File: config.mk
export PLATFORM = sky130hd
export DESIGN_NAME = text_cursor_ctrl
export DESIGN_NICKNAME = d
export VERILOG_FILES = /design/src/rtl/text_ctrl_pkg.sv /design/src/rtl/text_cursor_step.sv /design/src/rtl/text_cursor_ctrl.sv
export SDC_FILE = /design/constraint.sdc
export NUM_CORES = 1
export LEC_CHECK = 0
export CORE_UTILIZATION = 65
export CTS_BUF_LIST = sky130_fd_sc_hd__clkbuf_8 sky130_fd_sc_hd__clkbuf_16
export CTS_CLUSTER_SIZE = 40
export DETAILED_ROUTE_END_ITERATION = 16
export DONT_BUFFER_PORTS = 1
export HOLD_SLACK_MARGIN = 0.12
export PLACE_DENSITY_LB_ADDON = 0.15
export SYNTH_ARGS = -nofsm -noshare
export SYNTH_HDL_FRONTEND = slang
export SYNTH_SLANG_ARGS = --single-unit
File: constraint.sdc
create_clock -name clk -period 6.71 [get_ports clk]
set_clock_uncertainty 0.05 [all_clocks]
set_input_delay 1.0065 -clock clk [delete_from_list [all_inputs] [get_ports clk]]
set_output_delay 1.0065 -clock clk [all_outputs]
set_load 0.05 [all_outputs]
File: src/rtl/text_ctrl_pkg.sv
// Shared types and key/scancode constants for the text-entry cursor controller.
package text_ctrl_pkg;

    typedef enum logic {
        IDLE,
        CLEAR
    } state_t;

    typedef enum logic [2:0] {
        OP_ADV,
        OP_RET,
        OP_NEWLINE,
        OP_TAB,
        OP_LEFT,
        OP_RIGHT,
        OP_UP,
        OP_DOWN
    } step_op_t;

    localparam logic [7:0] ASCII_SPACE     = 8'h20;
    localparam logic [7:0] ASCII_BS        = 8'h08;
    localparam logic [7:0] ASCII_TAB       = 8'h09;
    localparam logic [7:0] ASCII_LF        = 8'h0A;
    localparam logic [7:0] ASCII_CR        = 8'h0D;
    localparam logic [7:0] ASCII_PRINT_MIN = 8'h20;
    localparam logic [7:0] ASCII_PRINT_MAX = 8'h7E;

    localparam logic [7:0] SC_LEFT  = 8'h6B;
    localparam logic [7:0] SC_RIGHT = 8'h74;
    localparam logic [7:0] SC_UP    = 8'h75;
    localparam logic [7:0] SC_DOWN  = 8'h72;

    function automatic logic is_printable(input logic [7:0] code);
        return (code >= ASCII_PRINT_MIN) && (code <= ASCII_PRINT_MAX);
    endfunction

endpackage

File: src/rtl/text_cursor_step.sv
// Combinational next-cell calculator: owns every wrap and saturate rule for
// the cursor and for the clear-sweep counter.
module text_cursor_step
    import text_ctrl_pkg::*;
#(
    parameter int CHAR_HORZ_CNT = 80,
    parameter int CHAR_VERT_CNT = 25,
    parameter int CHAR_HORZ_W   = $clog2(CHAR_HORZ_CNT),
    parameter int CHAR_VERT_W   = $clog2(CHAR_VERT_CNT),
    parameter int TAB_STOP      = 8
) (
    input  logic [CHAR_HORZ_W-1:0] col,
    input  logic [CHAR_VERT_W-1:0] row,
    input  step_op_t               op,
    output logic [CHAR_HORZ_W-1:0] next_col,
    output logic [CHAR_VERT_W-1:0] next_row
);

    localparam logic [CHAR_HORZ_W-1:0] COL_LAST = CHAR_HORZ_W'(CHAR_HORZ_CNT - 1);
    localparam logic [CHAR_VERT_W-1:0] ROW_LAST = CHAR_VERT_W'(CHAR_VERT_CNT - 1);
    localparam logic [CHAR_HORZ_W-1:0] TAB_MASK = CHAR_HORZ_W'(TAB_STOP - 1);
    localparam logic [CHAR_HORZ_W:0]   COL_CNT  = (CHAR_HORZ_W + 1)'(CHAR_HORZ_CNT);

    logic [CHAR_VERT_W-1:0] row_wrap_inc;
    logic [CHAR_HORZ_W:0]   tab_col;

    // 80 and 25 are not powers of two, so wrap is an explicit compare.
    assign row_wrap_inc = (row == ROW_LAST) ? '0 : row + CHAR_VERT_W'(1);
    // One extra bit so a stop at or past the last column is detectable.
    assign tab_col      = {1'b0, col | TAB_MASK} + (CHAR_HORZ_W + 1)'(1);

    always_comb begin
        next_col = col;
        next_row = row;
        case (op)
            OP_ADV: begin
                if (col == COL_LAST) begin
                    next_col = '0;
                    next_row = row_wrap_inc;
                end else begin
                    next_col = col + CHAR_HORZ_W'(1);
                end
            end
            OP_RET: begin
                if (col != '0) begin
                    next_col = col - CHAR_HORZ_W'(1);
                end else if (row != '0) begin
                    next_col = COL_LAST;
                    next_row = row - CHAR_VERT_W'(1);
                end
            end
            OP_NEWLINE: begin
                next_col = '0;
                next_row = row_wrap_inc;
            end
            OP_TAB: begin
                if (tab_col >= COL_CNT) begin
                    next_col = '0;
                    next_row = row_wrap_inc;
                end else begin
                    next_col = tab_col[CHAR_HORZ_W-1:0];
                end
            end
            OP_LEFT:  if (col != '0)      next_col = col - CHAR_HORZ_W'(1);
            OP_RIGHT: if (col != COL_LAST) next_col = col + CHAR_HORZ_W'(1);
            OP_UP:    if (row != '0)      next_row = row - CHAR_VERT_W'(1);
            OP_DOWN:  if (row != ROW_LAST) next_row = row + CHAR_VERT_W'(1);
            default: ;
        endcase
    end

endmodule

File: src/rtl/text_cursor_ctrl.sv
// Turns PS/2 ASCII/scancode events into character-cell writes and a cursor
// position; runs a full-screen space sweep after reset or on request.
module text_cursor_ctrl
    import text_ctrl_pkg::*;
#(
    parameter int CHAR_HORZ_CNT = 80,
    parameter int CHAR_VERT_CNT = 25,
    parameter int CHAR_HORZ_W   = $clog2(CHAR_HORZ_CNT),
    parameter int CHAR_VERT_W   = $clog2(CHAR_VERT_CNT),
    parameter int TAB_STOP      = 8
) (
    input  logic                   clk,
    input  logic                   rst_n,
    input  logic                   ascii_vld,
    input  logic [7:0]             ascii,
    input  logic                   scancode_vld,
    input  logic [7:0]             scancode,
    input  logic                   clear_req,
    output logic                   char_write_en,
    output logic [CHAR_HORZ_W-1:0] char_hpos,
    output logic [CHAR_VERT_W-1:0] char_vpos,
    output logic [7:0]             char_symbol,
    output logic [CHAR_HORZ_W-1:0] cursor_hpos,
    output logic [CHAR_VERT_W-1:0] cursor_vpos,
    output logic                   cursor_valid,
    output logic                   busy
);

    localparam logic [CHAR_HORZ_W-1:0] COL_LAST = CHAR_HORZ_W'(CHAR_HORZ_CNT - 1);
    localparam logic [CHAR_VERT_W-1:0] ROW_LAST = CHAR_VERT_W'(CHAR_VERT_CNT - 1);

    state_t                 state_reg, state_next;
    logic [CHAR_HORZ_W-1:0] sweep_col_reg, sweep_col_next;
    logic [CHAR_VERT_W-1:0] sweep_row_reg, sweep_row_next;
    logic [CHAR_HORZ_W-1:0] cur_col_reg, cur_col_next;
    logic [CHAR_VERT_W-1:0] cur_row_reg, cur_row_next;
    logic                   wr_en_reg, wr_en_next;
    logic [CHAR_HORZ_W-1:0] wr_col_reg, wr_col_next;
    logic [CHAR_VERT_W-1:0] wr_row_reg, wr_row_next;
    logic [7:0]             wr_sym_reg, wr_sym_next;
    logic                   busy_reg, busy_next;

    step_op_t               step_op;
    logic [CHAR_HORZ_W-1:0] step_col_in, step_col_out;
    logic [CHAR_VERT_W-1:0] step_row_in, step_row_out;

    // One calculator serves both the sweep counter and the cursor.
    assign step_col_in = (state_reg == CLEAR) ? sweep_col_reg : cur_col_reg;
    assign step_row_in = (state_reg == CLEAR) ? sweep_row_reg : cur_row_reg;

    text_cursor_step #(
        .CHAR_HORZ_CNT (CHAR_HORZ_CNT),
        .CHAR_VERT_CNT (CHAR_VERT_CNT),
        .CHAR_HORZ_W   (CHAR_HORZ_W),
        .CHAR_VERT_W   (CHAR_VERT_W),
        .TAB_STOP      (TAB_STOP)
    ) u_step (
        .col      (step_col_in),
        .row      (step_row_in),
        .op       (step_op),
        .next_col (step_col_out),
        .next_row (step_row_out)
    );

    always_comb begin
        state_next     = state_reg;
        sweep_col_next = sweep_col_reg;
        sweep_row_next = sweep_row_reg;
        cur_col_next   = cur_col_reg;
        cur_row_next   = cur_row_reg;
        wr_en_next     = 1'b0;
        wr_col_next    = wr_col_reg;
        wr_row_next    = wr_row_reg;
        wr_sym_next    = wr_sym_reg;
        step_op        = OP_ADV;

        case (state_reg)
            CLEAR: begin
                wr_en_next  = 1'b1;
                wr_col_next = sweep_col_reg;
                wr_row_next = sweep_row_reg;
                wr_sym_next = ASCII_SPACE;
                if (sweep_col_reg == COL_LAST && sweep_row_reg == ROW_LAST) begin
                    state_next     = IDLE;
                    sweep_col_next = '0;
                    sweep_row_next = '0;
                    cur_col_next   = '0;
                    cur_row_next   = '0;
                end else begin
                    sweep_col_next = step_col_out;
                    sweep_row_next = step_row_out;
                end
            end
            default: begin
                // busy_reg is still high for the cycle that shows the last
                // sweep write; events are dropped until it falls.
                if (!busy_reg) begin
                    if (clear_req) begin
                        state_next     = CLEAR;
                        sweep_col_next = '0;
                        sweep_row_next = '0;
                    end else if (ascii_vld) begin
                        if (is_printable(ascii)) begin
                            step_op      = OP_ADV;
                            wr_en_next   = 1'b1;
                            wr_col_next  = cur_col_reg;
                            wr_row_next  = cur_row_reg;
                            wr_sym_next  = ascii;
                            cur_col_next = step_col_out;
                            cur_row_next = step_row_out;
                        end else if (ascii == ASCII_CR || ascii == ASCII_LF) begin
                            step_op      = OP_NEWLINE;
                            cur_col_next = step_col_out;
                            cur_row_next = step_row_out;
                        end else if (ascii == ASCII_TAB) begin
                            step_op      = OP_TAB;
                            cur_col_next = step_col_out;
                            cur_row_next = step_row_out;
                        end else if (ascii == ASCII_BS) begin
                            step_op = OP_RET;
                            if (cur_col_reg != '0 || cur_row_reg != '0) begin
                                wr_en_next   = 1'b1;
                                wr_col_next  = step_col_out;
                                wr_row_next  = step_row_out;
                                wr_sym_next  = ASCII_SPACE;
                                cur_col_next = step_col_out;
                                cur_row_next = step_row_out;
                            end
                        end
                    end else if (scancode_vld) begin
                        if (scancode == SC_LEFT || scancode == SC_RIGHT ||
                            scancode == SC_UP   || scancode == SC_DOWN) begin
                            if (scancode == SC_LEFT)       step_op = OP_LEFT;
                            else if (scancode == SC_RIGHT) step_op = OP_RIGHT;
                            else if (scancode == SC_UP)    step_op = OP_UP;
                            else                           step_op = OP_DOWN;
                            cur_col_next = step_col_out;
                            cur_row_next = step_row_out;
                        end
                    end
                end
            end
        endcase

        busy_next = (state_reg == CLEAR) || (state_next == CLEAR);
    end

    always_ff @(posedge clk or negedge rst_n) begin
        if (!rst_n) begin
            state_reg     <= CLEAR;
            sweep_col_reg <= '0;
            sweep_row_reg <= '0;
            cur_col_reg   <= '0;
            cur_row_reg   <= '0;
            wr_en_reg     <= 1'b0;
            wr_col_reg    <= '0;
            wr_row_reg    <= '0;
            wr_sym_reg    <= ASCII_SPACE;
            busy_reg      <= 1'b1;
        end else begin
            state_reg     <= state_next;
            sweep_col_reg <= sweep_col_next;
            sweep_row_reg <= sweep_row_next;
            cur_col_reg   <= cur_col_next;
            cur_row_reg   <= cur_row_next;
            wr_en_reg     <= wr_en_next;
            wr_col_reg    <= wr_col_next;
            wr_row_reg    <= wr_row_next;
            wr_sym_reg    <= wr_sym_next;
            busy_reg      <= busy_next;
        end
    end

    assign char_write_en = wr_en_reg;
    assign char_hpos     = wr_col_reg;
    assign char_vpos     = wr_row_reg;
    assign char_symbol   = wr_sym_reg;
    assign cursor_hpos   = cur_col_reg;
    assign cursor_vpos   = cur_row_reg;
    assign busy          = busy_reg;
    assign cursor_valid  = !busy_reg;

endmodule

==> qor.txt, run 1 <==
Largest stage delay, worst path: 0.80 ns
largest net degree at the start of global routing: 48
Syn Std Cell Area: 3630 sq um
cells on worst reg2reg path: 13
clock sink count: 47
sort of element at the start of the critical path: flop
Area growth, synth to finish: 4.51%
area fraction in and, or, nand and nor cells after synthesis: 0.250
Total GRT Usage: 0.401
main combinational cell family by area after synthesis: compound AO/OA/AOI/OAI gates
# setup viols final: 0
share of synthesized flip-flops with an asynchronous set or reset: 1.00
total number of yosys warnings: 0
total grt overflow: 0
dominant delay contributor by cell family on the critical path: compound AO/OA/AOI/OAI gates
biggest area consumer among synthesized cells: dfrtp_1
max reg flops: 8
Max Root-Sink Buffers: 2
Distinct cells, synth: 73
parity-gate share of the synthesized area counting xor and xnor cells: 0.00964
slew at the pin closest to its max-slew limit: 1.08 ns
count of pins on the block boundary: 56
nets in the synthesized netlist: 463
Die X-Extent: 76.8 um
Critical Path AT: 4.46 ns
global-route wire length before repair: 18.4 mm
number of detailed-routing iterations run before antenna repair: 7
top post-synthesis cells by count: nand2_1, dfrtp_1, o21ai_0
source of the worst register-to-register timing path: state_reg
number of buffers inserted for hold repair after clock tree synthesis: 0
antenna violation net count after detailed routing: 0
CP max stage cell: dfstp_2
multiplexer fraction of the synthesized cell area: 0.0520
Static Leak: 1.64 nW
biggest area contributors in the synthesized netlist: dfrtp_1, o21ai_0, nand2_1
Wirelength per Cell: 22.9 um
Min Clock Period, post-route: 4.31 ns
post-synthesis sequential area ratio: 0.325
final core utilization: 0.725
initial core utilization: 0.694
total CTS buffers: 5
number of gates given a new drive strength after cts: 0
sum of buffers and inverters on the critical path: 2
worst hold path type: in2async
detailed-route wire length: 11.5 mm
most instantiated flip-flop cell in the synthesis netlist: dfrtp_1
insertion delay to the later sink of the worst-skew pair: 0.31 ns
1st-iter DRT viols: 619
Seq cells post-synth: 47
total vias in the final route: 3780
TritonCTS clock tree: yes
critical path endpoint category: flop
Floorplan Core Area: 5240 sq um
adder and majority gate portion of the synthesized area: 0.0275
hold violation count in the final report: 0
share of cells above drive strength 1: 0.0856
Final Cycle Share: 0.642
die outline area: 5900 sq um
via count of the first global-routing pass: 3436
postcts setup bufs: 0
clock-pin slew reported for the worst setup and hold paths after clock tree synthesis: 0.08 ns
maximum level of the CTS H-tree: 2
final sum of negative setup slack: 0 ns
destination of the worst register-to-register timing path: cursor_vpos[0]
share of the synthesized area in compound gates (AO/OA/AOI/OAI): 0.301
Post-synth EDFFs: 0
y dimension of the die: 76.8 um
estimated wirelength of the detail-placed design: 8.69 mm
slack of the worst reg-to-reg path: 2.40 ns
area share of the largest cell type after synthesis: 0.303
root cell of the clock tree: clkbuf_8
Cell Pwr Density: 277 nW/um^2
number of violations of the max-capacitance limit: 0
Worst slew margin: 0.273
data required time at the worst endpoint: 6.86 ns
setup repair after global routing missed its margin: false
# DRC: 0
CP max FO: 28
maximum frequency from static timing analysis: 0.232 GHz
initial antenna violation count: 0
fill cell total of the finished layout: 393
cell with the most instances after synthesis: nand2_1
Cell Rows: 26
kind of critical path: reg2reg
Synth Area per Inst: 8.37 sq um
Max Slew Vio Count: 0
weighted congestion at the end of routability-driven global placement: 0.972
number of diodes: 0
outcome: complete, no violations
Post-Syn Instances: 434
total of buffers placed on input and output ports: 0
net count reported at finish: 460
critical-path cell list: buf_4 -> mux2i_2 -> inv_1 -> ha_1 -> nor2b_1 -> o41ai_1 -> o311a_2 -> nor2_2 -> a221o_1 -> a211o_1 -> nor3_2 -> o22ai_1 -> a22o_1
post-DR vias/cell: 7.53
largest vdd supply drop: 217 uV
-- stage by stage --
stage	hold WS, ns	power (mW)	cells	setup slack [ns]	area, sq um
finish	0.337	1.05	502	2.40	3800
global route	0.328	1.09	502	2.22	3800
CTS	0.339	1.03	502	2.48	3800
detailed placement	0.491	0.838	494	2.50	3690
global placement	0.461	0.815	494	2.65	3690
floorplan	0.425	0.747	434	3.27	3630
-- per-layer routing --
layer / part of all wire / track usage / routed length (um) / up-vias
met5: 0 / 0 / 0 / -
met4: 0.031 / 0.171 / 358 / 0
met3: 0.11 / 0.0655 / 1240 / 47
met2: 0.47 / 0.641 / 5350 / 291
met1: 0.40 / 0.534 / 4550 / 1792
li1: - / - / - / 1650
-- report_power, final --
group | internal [mW] | switching, mW | leakage, nW | total (mW)
sequential | 0.329 | 0.178 | 0.619 | 0.507
clock | 0.108 | 0.0937 | 0.0607 | 0.202
combinational | 0.131 | 0.212 | 0.957 | 0.343
total | 0.569 | 0.484 | 1.64 | 1.05
-- layout make-up --
class	instances	area (sq um)	share of cell area
inverter	18	67.6	0.0178
clock inverter	3	37.5	0.00988
clock buffer	5	68.8	0.0181
sequential	47	1180	0.311
tap	70	87.6	0.0231
timing repair buffer	3	22.5	0.00593
multi-input combinational	356	2330	0.615
-- how the worst max path moves through the flow --
stage,from,end,slack [ns],cells past startpoint
after global routing,state_reg,cursor_vpos[0],2.22,13
after CTS,state_reg,cursor_vpos[0],2.48,13
after floorplan,cursor_hpos[4],cursor_vpos[0],3.27,12
final,state_reg,cursor_vpos[0],2.40,13
after global placement,state_reg,cursor_vpos[0],2.65,13
after detailed placement,state_reg,cursor_vpos[0],2.50,13
-- layout by cell type (no fill, tap or decap), types with 11 or more instances in the layout --
cell type / Yosys / layout
a21oi_1: 31 / 31
a22o_1: 15 / 15
dfrtp_1: 44 / 44
inv_1: 16 / 18
mux2i_1: 13 / 13
nand2_1: 46 / 46
nand2b_1: 11 / 11
nor2_1: 31 / 31
nor3_1: 14 / 14
o21ai_0: 44 / 44
-- worst reg2reg max path: cells and delay by family (launching register included) --
kind	cells	cell delay, ns
AO/OA/AOI/OAI	6	1.58
flip-flops	1	0.80
adder cells (fa/ha/maj)	1	0.30
AND/OR/NAND/NOR	3	0.42
multiplexers	1	0.47
buffers and inverters	2	0.57
-- kinds of logic (layout without fill, tap and decap cells) --
group           after synthesis  count (layout)
simple gates                166             166
compound gates              160             160
flops                        47              47
buf+inv                      31              29
mux                          18              18
fa+ha+maj                     8               8
xor+xnor                      4               4
No activity file was read; power rests on OpenSTA's default activity.
==> run 2, diff against run 1 <==
- CORE_UTILIZATION: 65 -> 58
- clock period: 6.71 -> 3.95 ns (I/O delays scaled with it)
==> run 2 against run 1 <==
  * Die area is 12% higher
  * Sequential power is 58% higher
  * Cell count is 4.4% higher
  * Sequential share of layout area is 1.2 points lower
  * Clock power is 55% higher
  * Register-to-register slack worse by 2.2 ns
  * Utilization is 6.6 points lower
  * Routed wire length is 4.3% lower
  * Total power is 74% higher
  * Worst hold slack better by 0.023 ns
  * Worst setup slack worse by 2.2 ns
  * Combinational power is 110% higher
  * Largest cell class unchanged
  * Largest power group unchanged
==> qor.txt, run 2 (synthesized netlist as in run 1, its figures left out) <==
maximum frequency from static timing analysis: 0.268 GHz (+16%)
count of pins on the block boundary: 56 (unchanged)
most used cells in the layout excluding fill and tap cells: nand2_1, o21ai_0, dfrtp_1, nor2_1, a21oi_1
outcome: complete, no violations
Wirelength per Cell: 21.0 um (-8.3%)
Max Slew Vio Count: 0 (unchanged)
final sum of negative setup slack: 0 ns (unchanged)
dominant delay contributor by cell family on the critical path: compound AO/OA/AOI/OAI gates
source of the worst register-to-register timing path: state_reg
Final Cycle Share: 0.943 (+0.301)
clock sink count: 47 (unchanged)
Largest stage delay, worst path: 0.73 ns (-0.07 ns)
total of buffers placed on input and output ports: 0 (unchanged)
number of non-filler instances in the completed layout: 524 (+4.4%)
Die X-Extent: 81.2 um (+5.7%)
Area growth, synth to finish: 8.61%
detailed-route wire length: 11.0 mm (-4.3%)
postcts setup bufs: 0 (unchanged)
y dimension of the die: 81.2 um (+5.7%)
insertion delay to the later sink of the worst-skew pair: 0.31 ns (about the same)
number of violations of the max-capacitance limit: 0 (unchanged)
sort of element at the start of the critical path: flop
1st-iter DRT viols: 418 (-32%)
Cell Pwr Density: 464 nW/um^2 (+68%)
total CTS buffers: 5 (unchanged)
Total GRT Usage: 0.350 (-0.0512)
share of cells above drive strength 1: 0.122 (+0.0368)
critical-path cell list: buf_4 -> mux2i_1 -> ha_1 -> nand2_1 -> nor3_1 -> inv_1 -> ha_1 -> a221o_1 -> a211o_1 -> nor3_2 -> o22ai_1 -> a22o_1
via count of the first global-routing pass: 3225 (-6.1%)
hold violation count in the final report: 0 (unchanged)
slew at the pin closest to its max-slew limit: 1.12 ns (+0.0394 ns)
worst hold path type: in2reg
clock-pin slew reported for the worst setup and hold paths after clock tree synthesis: 0.09 ns (about the same)
critical path endpoint category: flop
setup repair after global routing missed its margin: false
Worst slew margin: 0.247 (-0.0264)
root cell of the clock tree: clkbuf_8
Cell Rows: 28 (+7.7%)
fill cell total of the finished layout: 508 (+29%)
die outline area: 6590 sq um (+12%)
post-DR vias/cell: 6.91 (-8.3%)
number of cells in the design after placement: 514 (+4.0%)
net count reported at finish: 477 (+3.7%)
Static Leak: 1.71 nW (+4.5%)
Min Clock Period, post-route: 3.72 ns (-0.586 ns)
number of detailed-routing iterations run before antenna repair: 5 (-2)
initial core utilization: 0.607 (-0.0873)
TritonCTS clock tree: yes
# DRC: 0 (unchanged)
hold-critical path endpoint: char_symbol[4]
destination of the worst register-to-register timing path: cursor_vpos[0]
Sequential Area: 1180 sq um (unchanged)
CP max FO: 16 (-43%)
min-delay src: ascii[4]
weighted congestion at the end of routability-driven global placement: 0.929 (-4.4%)
initial antenna violation count: 0 (unchanged)
CP max stage cell: dfstp_2
maximum level of the CTS H-tree: 2 (unchanged)
sum of buffers and inverters on the critical path: 2 (unchanged)
global-route wire length before repair: 17.2 mm (-6.4%)
Max Root-Sink Buffers: 2 (unchanged)
cells on worst reg2reg path: 12 (-1)
estimated wirelength of the detail-placed design: 8.51 mm (-2.1%)
Floorplan Core Area: 5990 sq um (+14%)
number of diodes: 0 (unchanged)
total grt overflow: 0 (unchanged)
slack of the worst reg-to-reg path: 0.23 ns (-2.17 ns)
antenna violation net count after detailed routing: 0 (unchanged)
total vias in the final route: 3619 (-4.3%)
area taken by multi-input logic gates: 2330 sq um (unchanged)
kind of critical path: reg2reg
Critical Path AT: 3.88 ns (-0.58 ns)
# setup viols final: 0 (unchanged)
max reg flops: 8 (unchanged)
largest net degree at the start of global routing: 48 (unchanged)
Most Frequent Cell on Critical Path: ha_1
largest vdd supply drop: 462 uV (+110%)
data required time at the worst endpoint: 4.10 ns (-2.76 ns)
count of cells along the worst hold path: 2
most common library cell in the layout ignoring fill and taps: nand2_1
run 2: cell type report:
cell class | count | share of cell area
clock buffer | 6 | 0.0209
clock inverter | 2 | 0.00412
inverter | 18 | 0.0171
multi-input combinational | 356 | 0.591
sequential | 47 | 0.299
tap | 75 | 0.0238
timing repair buffer | 20 | 0.0437
run 2: where the power goes:
| part | internal [mW] | switching [mW] | leakage, nW | total (mW) |
|---|---|---|---|---|
| logic | 0.277 | 0.444 | 1.04 | 0.721 |
| clock network | 0.143 | 0.170 | 0.0474 | 0.313 |
| registers | 0.560 | 0.239 | 0.619 | 0.799 |
run 2: worst max-delay path by stage:
stage / start / endpoint / cells after the start
floorplan: cursor_hpos[4] / cursor_vpos[0] / 12
detailed placement: state_reg / cursor_vpos[0] / 12
CTS: state_reg / cursor_vpos[0] / 12
global placement: state_reg / cursor_vpos[0] / 12
finish: state_reg / cursor_vpos[0] / 12
global route: state_reg / cursor_vpos[0] / 12
run 2: through the flow:
stage	util	hold WS [ns]	total power, mW	setup slack, ns	cell area (sq um)
after global placement	0.636	0.248	1.47	0.474	3810
final	0.659	0.360	1.83	0.225	3950
after detailed placement	0.636	0.248	1.49	0.335	3810
after global routing	0.659	0.366	1.92	0.0482	3950
after floorplan	-	0.247	1.27	0.509	3630
after CTS	0.659	0.362	1.81	0.301	3950
run 2: metal layers:
metal / global-route usage / vias to the layer above / share of wire
li1: - / 1684 / -
met1: 0.480 / 1720 / 0.45
met2: 0.559 / 202 / 0.46
met3: 0.0528 / 13 / 0.079
met4: 0.113 / 0 / 0.015
met5: 0 / - / 0
run 2: timing repair:
| action | in CTS | in global routing |
|---|---|---|
| hold buffers | 2 | 0 |
| gates resized for setup | 0 | 0 |
| setup endpoints to repair | 0 | 0 |
| hold endpoints to repair | 47 | 0 |
